**src/rtl/scie_job_scheduler.sv**
```systemverilog
// scie_job_scheduler
//   Round-robin front end for the shared SCIE complex-arithmetic pipeline. Each granted request is
//   either a coefficient write (insn 11, rs2 = tap index) or a compute job (insn 43, bubble,
//   insn 91, result capture, response). One job is in flight at a time.
//
// Ports
//   i_clock, i_reset            clock (rising edge) and asynchronous active-low reset
//   i_req_valid/o_req_ready     per-requester handshake; o_req_ready is a one-hot accept pulse
//   i_req_cfg/_idx/_real/_imag  per-requester request fields, flattened, requester 0 in the LSBs
//   o_resp_*/i_resp_ready       compute result with owning requester id
//   o_cfg_err                   pulse: coefficient write dropped because idx >= NUM_TAPS
//   o_acc_*/i_acc_rd_*          accelerator io_valid/io_insn/io_rs1/io_rs2/io_rd
//
// Optional feature: define SCIE_SCHED_PERF_EN to add o_perf_jobs, o_perf_busy, o_perf_cfg.
//
// All outputs are registered. The output registers are loaded from the decode of the current
// state, so what a state drives becomes visible on the cycle after that state is occupied.
module scie_job_scheduler #(
  parameter int unsigned NUM_REQ  = 2,
  parameter int unsigned DATA_W   = 64,
  parameter int unsigned NUM_TAPS = 5,
  parameter int unsigned IDX_W    = 3,
  localparam int unsigned ID_W    = $clog2(NUM_REQ)
) (
  input  logic                      i_clock,
  input  logic                      i_reset,
  input  logic [NUM_REQ-1:0]        i_req_valid,
  output logic [NUM_REQ-1:0]        o_req_ready,
  input  logic [NUM_REQ-1:0]        i_req_cfg,
  input  logic [NUM_REQ*IDX_W-1:0]  i_req_idx,
  input  logic [NUM_REQ*DATA_W-1:0] i_req_real,
  input  logic [NUM_REQ*DATA_W-1:0] i_req_imag,
  output logic                      o_resp_valid,
  input  logic                      i_resp_ready,
  output logic [ID_W-1:0]           o_resp_id,
  output logic [DATA_W-1:0]         o_resp_real,
  output logic [DATA_W-1:0]         o_resp_imag,
  output logic                      o_cfg_err,
`ifdef SCIE_SCHED_PERF_EN
  output logic [31:0]               o_perf_jobs,
  output logic [31:0]               o_perf_busy,
  output logic [15:0]               o_perf_cfg,
`endif
  output logic                      o_acc_valid,
  output logic [31:0]               o_acc_insn,
  output logic [DATA_W-1:0]         o_acc_rs1_real,
  output logic [DATA_W-1:0]         o_acc_rs1_imag,
  output logic [31:0]               o_acc_rs2,
  input  logic [DATA_W-1:0]         i_acc_rd_real,
  input  logic [DATA_W-1:0]         i_acc_rd_imag
);

  localparam logic [31:0] InsnCfg  = 32'd11;
  localparam logic [31:0] InsnLoad = 32'd43;
  localparam logic [31:0] InsnComp = 32'd91;

  typedef enum logic [2:0] {StIdle, StCfg, StData, StBub, StComp, StCap, StResp} state_e;

  state_e r_state, w_state_d;

  // Arbitration and latched request
  logic [ID_W-1:0]   r_ptr;
  logic [ID_W-1:0]   w_gnt_id;
  logic              w_gnt_found;
  logic              w_grant;
  logic [IDX_W-1:0]  r_idx;
  logic [DATA_W-1:0] r_op_real, r_op_imag;
  logic [ID_W-1:0]   r_id;
  logic [31:0]       w_idx_ext;
  logic              w_idx_ok;

  // Output registers and their next values
  logic [NUM_REQ-1:0] r_req_ready, w_req_ready_d;
  logic               r_acc_valid, w_acc_valid_d;
  logic [31:0]        r_acc_insn, w_acc_insn_d;
  logic [DATA_W-1:0]  r_rs1_real, w_rs1_real_d;
  logic [DATA_W-1:0]  r_rs1_imag, w_rs1_imag_d;
  logic [31:0]        r_rs2, w_rs2_d;
  logic               r_resp_valid, w_resp_valid_d;
  logic [ID_W-1:0]    r_resp_id, w_resp_id_d;
  logic [DATA_W-1:0]  r_resp_real, w_resp_real_d;
  logic [DATA_W-1:0]  r_resp_imag, w_resp_imag_d;
  logic               r_cfg_err, w_cfg_err_d;

  // First valid requester at or after the pointer; NUM_REQ is a power of two so the add wraps.
  always_comb begin
    logic [ID_W-1:0] cand;
    w_gnt_found = 1'b0;
    w_gnt_id    = '0;
    cand        = '0;
    for (int unsigned i = 0; i < NUM_REQ; i++) begin
      cand = r_ptr + ID_W'(i);
      if (!w_gnt_found && i_req_valid[cand]) begin
        w_gnt_found = 1'b1;
        w_gnt_id    = cand;
      end
    end
  end

  assign w_grant   = (r_state == StIdle) && w_gnt_found;
  assign w_idx_ext = {{(32-IDX_W){1'b0}}, r_idx};
  assign w_idx_ok  = w_idx_ext < NUM_TAPS;

  always_ff @(posedge i_clock or negedge i_reset) begin
    if (!i_reset) begin
      r_state <= StIdle;
    end else begin
      r_state <= w_state_d;
    end
  end

  always_comb begin
    w_state_d      = r_state;
    w_req_ready_d  = '0;
    w_acc_valid_d  = 1'b0;
    w_acc_insn_d   = r_acc_insn;
    w_rs1_real_d   = r_rs1_real;
    w_rs1_imag_d   = r_rs1_imag;
    w_rs2_d        = r_rs2;
    w_resp_valid_d = r_resp_valid;
    w_resp_id_d    = r_resp_id;
    w_resp_real_d  = r_resp_real;
    w_resp_imag_d  = r_resp_imag;
    w_cfg_err_d    = 1'b0;
    case (r_state)
      StIdle: begin
        if (w_grant) begin
          w_req_ready_d = {{(NUM_REQ-1){1'b0}}, 1'b1} << w_gnt_id;
          w_state_d     = i_req_cfg[w_gnt_id] ? StCfg : StData;
        end
      end
      StCfg: begin
        if (w_idx_ok) begin
          w_acc_valid_d = 1'b1;
          w_acc_insn_d  = InsnCfg;
          w_rs1_real_d  = r_op_real;
          w_rs1_imag_d  = r_op_imag;
          w_rs2_d       = w_idx_ext;
        end else begin
          w_cfg_err_d = 1'b1;
        end
        w_state_d = StIdle;
      end
      StData: begin
        w_acc_valid_d = 1'b1;
        w_acc_insn_d  = InsnLoad;
        w_rs1_real_d  = r_op_real;
        w_rs1_imag_d  = r_op_imag;
        w_rs2_d       = '0;
        w_state_d     = StBub;
      end
      StBub: begin
        w_state_d = StComp;
      end
      StComp: begin
        w_acc_valid_d = 1'b1;
        w_acc_insn_d  = InsnComp;
        w_state_d     = StCap;
      end
      StCap: begin
        w_resp_id_d   = r_id;
        w_resp_real_d = i_acc_rd_real;
        w_resp_imag_d = i_acc_rd_imag;
        w_state_d     = StResp;
      end
      StResp: begin
        // First RESP cycle raises resp_valid; the handshake is taken on the registered flag.
        if (r_resp_valid && i_resp_ready) begin
          w_resp_valid_d = 1'b0;
          w_state_d      = StIdle;
        end else begin
          w_resp_valid_d = 1'b1;
        end
      end
      default: w_state_d = StIdle;
    endcase
  end

  always_ff @(posedge i_clock or negedge i_reset) begin
    if (!i_reset) begin
      r_ptr     <= '0;
      r_idx     <= '0;
      r_op_real <= '0;
      r_op_imag <= '0;
      r_id      <= '0;
    end else if (w_grant) begin
      r_ptr     <= w_gnt_id + ID_W'(1);
      r_idx     <= i_req_idx[w_gnt_id*IDX_W +: IDX_W];
      r_op_real <= i_req_real[w_gnt_id*DATA_W +: DATA_W];
      r_op_imag <= i_req_imag[w_gnt_id*DATA_W +: DATA_W];
      r_id      <= w_gnt_id;
    end
  end

  always_ff @(posedge i_clock or negedge i_reset) begin
    if (!i_reset) begin
      r_req_ready  <= '0;
      r_acc_valid  <= 1'b0;
      r_acc_insn   <= '0;
      r_rs1_real   <= '0;
      r_rs1_imag   <= '0;
      r_rs2        <= '0;
      r_resp_valid <= 1'b0;
      r_resp_id    <= '0;
      r_resp_real  <= '0;
      r_resp_imag  <= '0;
      r_cfg_err    <= 1'b0;
    end else begin
      r_req_ready  <= w_req_ready_d;
      r_acc_valid  <= w_acc_valid_d;
      r_acc_insn   <= w_acc_insn_d;
      r_rs1_real   <= w_rs1_real_d;
      r_rs1_imag   <= w_rs1_imag_d;
      r_rs2        <= w_rs2_d;
      r_resp_valid <= w_resp_valid_d;
      r_resp_id    <= w_resp_id_d;
      r_resp_real  <= w_resp_real_d;
      r_resp_imag  <= w_resp_imag_d;
      r_cfg_err    <= w_cfg_err_d;
    end
  end

  assign o_req_ready    = r_req_ready;
  assign o_acc_valid    = r_acc_valid;
  assign o_acc_insn     = r_acc_insn;
  assign o_acc_rs1_real = r_rs1_real;
  assign o_acc_rs1_imag = r_rs1_imag;
  assign o_acc_rs2      = r_rs2;
  assign o_resp_valid   = r_resp_valid;
  assign o_resp_id      = r_resp_id;
  assign o_resp_real    = r_resp_real;
  assign o_resp_imag    = r_resp_imag;
  assign o_cfg_err      = r_cfg_err;

`ifdef SCIE_SCHED_PERF_EN
  logic [31:0] r_perf_jobs, r_perf_busy;
  logic [15:0] r_perf_cfg;

  // Counters wrap naturally; cfg counts writes actually issued to the accelerator.
  always_ff @(posedge i_clock or negedge i_reset) begin
    if (!i_reset) begin
      r_perf_jobs <= '0;
      r_perf_busy <= '0;
      r_perf_cfg  <= '0;
    end else begin
      if (r_state == StResp && r_resp_valid && i_resp_ready) r_perf_jobs <= r_perf_jobs + 32'd1;
      if (r_state != StIdle) r_perf_busy <= r_perf_busy + 32'd1;
      if (r_state == StCfg && w_idx_ok) r_perf_cfg <= r_perf_cfg + 16'd1;
    end
  end

  assign o_perf_jobs = r_perf_jobs;
  assign o_perf_busy = r_perf_busy;
  assign o_perf_cfg  = r_perf_cfg;
`else
  // Performance counters not built.
`endif

endmodule

```
**config.mk**
```make
export PLATFORM = sky130hd
export DESIGN_NAME = scie_job_scheduler
export DESIGN_NICKNAME = d
export VERILOG_FILES = /design/src/rtl/scie_job_scheduler.sv
export SDC_FILE = /design/constraint.sdc
export NUM_CORES = 1
export LEC_CHECK = 0
export ABC_CLOCK_PERIOD_IN_PS = 1700
export CORE_AREA = 2 2 279 281
export DETAILED_ROUTE_END_ITERATION = 8
export DIE_AREA = 0 0 281 283
export SYNTH_ARGS = -nofsm -noshare
export SYNTH_HDL_FRONTEND = slang
export SYNTH_SLANG_ARGS = --single-unit
```
**constraint.sdc**
```tcl
create_clock -name i_clock -period 1.7 [get_ports i_clock]
set_input_delay 0.34 -clock i_clock [delete_from_list [all_inputs] [get_ports i_clock]]
set_output_delay 0.34 -clock i_clock [all_outputs]
set_load 0.1 [all_outputs]
```
==> results of run 1 <==
[routing by layer]
metal	GRT usage, %	vias to the layer above
met1	18.8	7244
met3	4.91	158
met2	31.1	670
met4	6.02	14
li1	-	6132
met5	0	-
[final timing paths]
| path | start | end | slack (ns) | cells after the start |
|---|---|---|---|---|
| max | r_state[1] | r_op_imag[27] | -0.30 | 6 |
| min | i_reset | o_resp_real[10] | 0.27 | 2 |
| max reg2reg | r_state[1] | r_op_imag[27] | -0.30 | 6 |
| min reg2reg | r_id | r_id | 0.50 | 1 |
| max in group asynchronous | i_reset | o_acc_rs1_real[60] | 0.60 | 4 |
| min in group i_clock | i_acc_rd_real[40] | o_resp_real[40] | 0.37 | 2 |
[what timing repair did]
action	in CTS	in global routing
gates resized for setup	167	86
gates cloned	33	17
endpoints found under the setup margin	297	389
endpoints found under the hold margin	52	0
buffers inserted	31	12
pin swaps	108	16
hold buffers	1	0
[placed cells by master, fill, tap and decap left out, types with 19 or more instances in the layout]
cell type	instances
nor3_2	38
nor4_4	26
buf_4	67
dfrtp_1	404
clkbuf_16	61
buf_16	31
a221o_1	131
buf_6	23
buf_8	22
buf_12	311
inv_1	135
clkdlybuf4s50_1	395
mux2_4	114
nor3_1	26
nor4_1	19
conb_1	55
mux2_2	144
[flip-flops by register name, indices dropped and copies added, names as in the netlist]
register,flops
r_op_real,64
o_resp_id,1
r_op_imag,64
o_req_ready,2
r_state,3
o_acc_insn,3
o_resp_valid,1
o_cfg_err,1
o_resp_real,64
o_acc_valid,1
o_acc_rs2,3
o_acc_rs1_real,64
r_idx,3
o_acc_rs1_imag,64
r_ptr,1
r_id,1
o_resp_imag,64
[cell usage after synthesis (all sizes together) (3+ instances only)]
library cell	n	area share (%)
nor4	60	2.2
nand2	5	0.11
a21oi	5	0.14
dfrtp	404	58
clkbuf	40	0.86
inv	136	2.9
mux2	258	19
buf	114	5.4
nor3	74	2.2
o21ai	5	0.14
a221o	131	7.5
nor2	5	0.12
a211oi	3	0.13
or2	3	0.11
nor2b	4	0.14
[worst max-delay path, stage by stage (launching register included)]
cell	delay, ns
dfrtp_1	0.42
buf_6	0.14
or3_4	0.39
buf_12	0.19
bufbuf_16	0.28
nor4_2	0.29
a221o_1	0.19
[stage by stage]
stage	utilization (%)	setup slack, ns	std cells	hold WS (ns)	TNS (ns)
after detailed placement	37.1	-0.322	2991	0.258	-69.43
after global routing	42.9	-0.332	3168	0.268	-83.27
after CTS	41.9	-0.250	3140	0.244	-51.62
after floorplan	-	-0.156	1327	0.0444	-17.34
final	42.9	-0.298	3170	0.265	-65.52
after global placement	37.1	-0.326	2991	0.257	-66.55
[logic make-up after synthesis]
kind of cell	Yosys count
AO/OA/AOI/OAI	159
buffers and inverters	290
flip-flops	404
multiplexers	258
other	1
AND/OR/NAND/NOR	161
[area by class of cell]
class	instances	area [um^2]	area share, %
clock buffer	63	1350	4.10
tap	1040	1300	3.96
antenna	7	17.5	0.0533
sequential	404	10100	30.8
multi-input combinational	633	6780	20.6
inverter	136	510	1.55
timing repair buffer	865	12500	38.1
clock inverter	22	288	0.875
==> reports/results.tsv, run 1 <==
metric	value	unit
max layer used	met5	
data arrival time of the worst path	2.50	ns
maxcap violations	0	
Horiz. Die Dim	281	um
Min-Delay Path Class	input pin to async pin	
htree depth	2	
aggregate global routing overflow	0	
post-route antenna net violation count	0	
Via Count	14200	
status	finished with violations	
met2 routed WL	38200	um
CTS Buf Count	46	
fraction of the mapped netlist area in simple logic gates	5.20	%
mapped cell area	17400	um^2
area grow syn2layout	88.6	%
CP Max Fanout	8	
Yosys cell types	45	
vias in the first global route	15400	
std cell rows	102	
CTS sink count	404	
Post-Place Cell Area	28500	um^2
Initial DRC Count	594	
Post-Synth XOR/XNOR Area	0	%
metal3 WL	5830	um
Cells after Synth	1273	
nets@finish	2483	
WP data required	2.20	ns
GRT Total Usage	17.1	%
total core area	76700	um^2
worst rel slew slack	65.8	%
clock slew at reported path FFs	0.06	ns
clk root buf	clkbuf_16	
CTS tree	yes	
GPL Wtd Cong	0.838	
sequential share of the synthesized area	58.0	%
#FFs+latches synth	404	
critical path class	flip-flop to flip-flop	
first-pass GRT wire length	103000	um
Final period util	118	%
Boundary Pins	723	
Total Die Area	79500	um^2
per-cell routed wire length	23.0	um
share of layout cells above drive strength 1	42.7	%
vias per std cell	4.49	
ys async rst share	100	%
Finish-stage setup viols	390	
Synth Flop Type	dfrtp_1	
cell area after layout	32900	um^2
adder-cell share of the synthesized area	0	%
failing checks	setup timing	
number of DRC violations after detailed routing	0	
unrepaired setup endpoints after global routing	true	
syn avg cell area	13.7	um^2
initial antenna violation count	13	
fillers	6827	
Fin. Hold Viols	0	
Layout Skew	0.0184	ns
Startpoint Class	flip-flop	
complex-gate fraction of the synthesized area	8.73	%
insertion delay to the later sink of the worst-skew pair	0.58	ns
Worst Max-Slew Pin Slew	0.513	ns
fmax	0.500	GHz
dpl hpwl	48000	um
WL met1	26000	um
largest net degree at the start of global routing	67	
main combinational cell family by area after synthesis	multiplexers	
Initial Util	22.7	%
Post-synth EDFFs	0	
Vert. Die Dim	283	um
Critical Path Sink Type	flip-flop	
mux cell area share after synthesis	18.8	%
drt pass-1 iters	5	
Slew Limit Fails	0	
Max clock buf depth	3	
synth warn	0	
number of port buffers	667	
final worst setup slack	-0.298	ns
Tmin final	2.00	ns
final WL	72900	um
Power of run 1 is not shown: default switching activity piles up to over one toggle a cycle in this logic, so the estimate is an artifact.
==> run 2, diff against run 1 <==
--- a/config.mk
+++ b/config.mk
@@ -9,6 +9,7 @@
 export CORE_AREA = 2 2 279 281
 export DETAILED_ROUTE_END_ITERATION = 8
 export DIE_AREA = 0 0 281 283
+export PLACE_DENSITY = 0.58
 export SYNTH_ARGS = -nofsm -noshare
 export SYNTH_HDL_FRONTEND = slang
 export SYNTH_SLANG_ARGS = --single-unit
==> reports/results.tsv, run 2 (synthesized netlist as in run 1, its figures left out) <==
metric	value	unit
status	finished with violations	
failing checks	setup timing	
data arrival time of the worst path	2.48	ns
footprint of the multi-input gates	7440	um^2
fmax	0.505	GHz
final worst setup slack	-0.281	ns
Reg-to-Reg End	r_op_real[43]	
aggregate global routing overflow	0	
r2r setup slk	-0.28	ns
number of port buffers	667	
Critical Path Sink Type	flip-flop	
commonest cells after routing, fill and taps aside	400 x dfrtp_1, 395 x clkdlybuf4s50_1, 332 x buf_12	
WP data required	2.20	ns
Vert. Die Dim	283	um
Boundary Pins	723	
unrepaired setup endpoints after global routing	true	
clock slew at reported path FFs	0.06	ns
Initial Util	22.7	%
number of DRC violations after detailed routing	0	
GPL Wtd Cong	0.831	
start point of the critical path	r_state[0]	
std cell rows	102	
htree depth	2	
worst path cell trace	buf_6, or3_4, nor3_4, clkbuf_16, clkbuf_16, a221o_1	
maxcap violations	0	
Finish-stage setup viols	395	
total core area	76700	um^2
max layer used	met5	
share of layout cells above drive strength 1	43.3	%
CP peak stage delay	0.45	ns
per-cell routed wire length	23.7	um
Total Die Area	79500	um^2
Crit-path slowest cell	dfrtp_2	
vias in the first global route	15200	
met2 routed WL	38100	um
Fin. Hold Viols	0	
final non-filler cell total	3190	
dpl hpwl	48600	um
Layout Skew	0.0237	ns
Min-Delay Path Class	input pin to async pin	
Horiz. Die Dim	281	um
worst rel slew slack	48.6	%
GRT Total Usage	16.9	%
fillers	6725	
insertion delay to the later sink of the worst-skew pair	0.59	ns
Final period util	117	%
Worst Max-Slew Pin Slew	0.771	ns
clk root buf	clkbuf_16	
post-placement cell count	2995	
R2R cell count	6	
Initial DRC Count	735	
R2R Path Start	r_state[0]	
CP Max Fanout	7	
Via Count	14300	
WL met1	28600	um
drt pass-1 iters	5	
critical path class	flip-flop to flip-flop	
Startpoint Class	flip-flop	
Tmin final	1.98	ns
Slew Limit Fails	0	
initial antenna violation count	14	
CTS Buf Count	47	
first-pass GRT wire length	101000	um
final WL	75600	um
Max clock buf depth	3	
metal3 WL	6260	um
post-route antenna net violation count	0	
CTS tree	yes	
commonest non-fill, non-tap cell in the layout	dfrtp_1	
area grow syn2layout	94.5	%
CTS sink count	404	
total negative slack for setup checks	-69.29	ns
vias per std cell	4.50	
largest net degree at the start of global routing	61	
most frequent CP cell	clkbuf_16	
nets@finish	2502	
sequential cell area	10100	um^2
## run 2: cell count changes in the layout (fill, tap and decap cells not counted), sizes merged
cell      previous run  this run
buf                454       463
bufinv               6         5
clkbuf              77        88
clkinv              14        12
clkinvlp             2         4
inv                136       137
## run 2: layout make-up
| cell class | instances | share of cell area [%] |
|---|---|---|
| repair buffers | 883 | 38.0 |
| flip-flops and latches | 404 | 29.8 |
| multi-input cells | 633 | 21.9 |
| clock buffers | 65 | 3.96 |
| well taps | 1040 | 3.84 |
| inverters | 136 | 1.51 |
| clock inverters | 22 | 0.823 |
| diodes | 7 | 0.0517 |
## run 2: worst max path at each step
| stage | to | slack, ns | cells past startpoint |
|---|---|---|---|
| 4_1_cts | o_acc_rs1_imag[18] | -0.29 | 7 |
| 3_5_place_dp | r_op_real[27] | -0.47 | 6 |
| 5_1_grt | o_acc_rs1_imag[32] | -0.37 | 7 |
| 3_3_place_gp | r_op_real[25] | -0.49 | 6 |
| 2_1_floorplan | o_acc_rs1_imag[17] | -0.16 | 5 |
| 6_report | r_op_real[43] | -0.28 | 6 |
## run 2: routing by layer
metal  vias to the layer above  GRT usage, %
li1                       6178             -
met1                      7337          19.5
met2                       680          29.4
met3                       134          5.43
met4                        12          5.68
met5                         -             0
## run 2: timing repair
action,in CTS,in global routing
hold buffers,1,0
setup endpoints to repair,325,390
cloned,28,29
resized for setup,161,264
hold endpoints to repair,210,0
buffers inserted,31,25
pin swaps,48,86
## run 2: critical path: cells and delay by family (launching register included)
kind	cells	cell delay (ns)
buffers and inverters	3	0.61
AND/OR/NAND/NOR	2	0.67
flip-flops	1	0.45
AO/OA/AOI/OAI	1	0.16
## run 2: through the flow
| step | area (um^2) | util (%) | setup WS (ns) | hold WS, ns |
|---|---|---|---|---|
| 3_5_place_dp | 28600 | 37.3 | -0.470 | 0.241 |
| 2_1_floorplan | 17700 | - | -0.156 | 0.0444 |
| 5_1_grt | 33900 | 44.2 | -0.370 | 0.245 |
| 6_report | 33900 | 44.2 | -0.281 | 0.256 |
| 3_3_place_gp | 28600 | 37.3 | -0.492 | 0.249 |
| 4_1_cts | 32100 | 41.8 | -0.287 | 0.216 |
Power of run 2 is left out for the same reason.
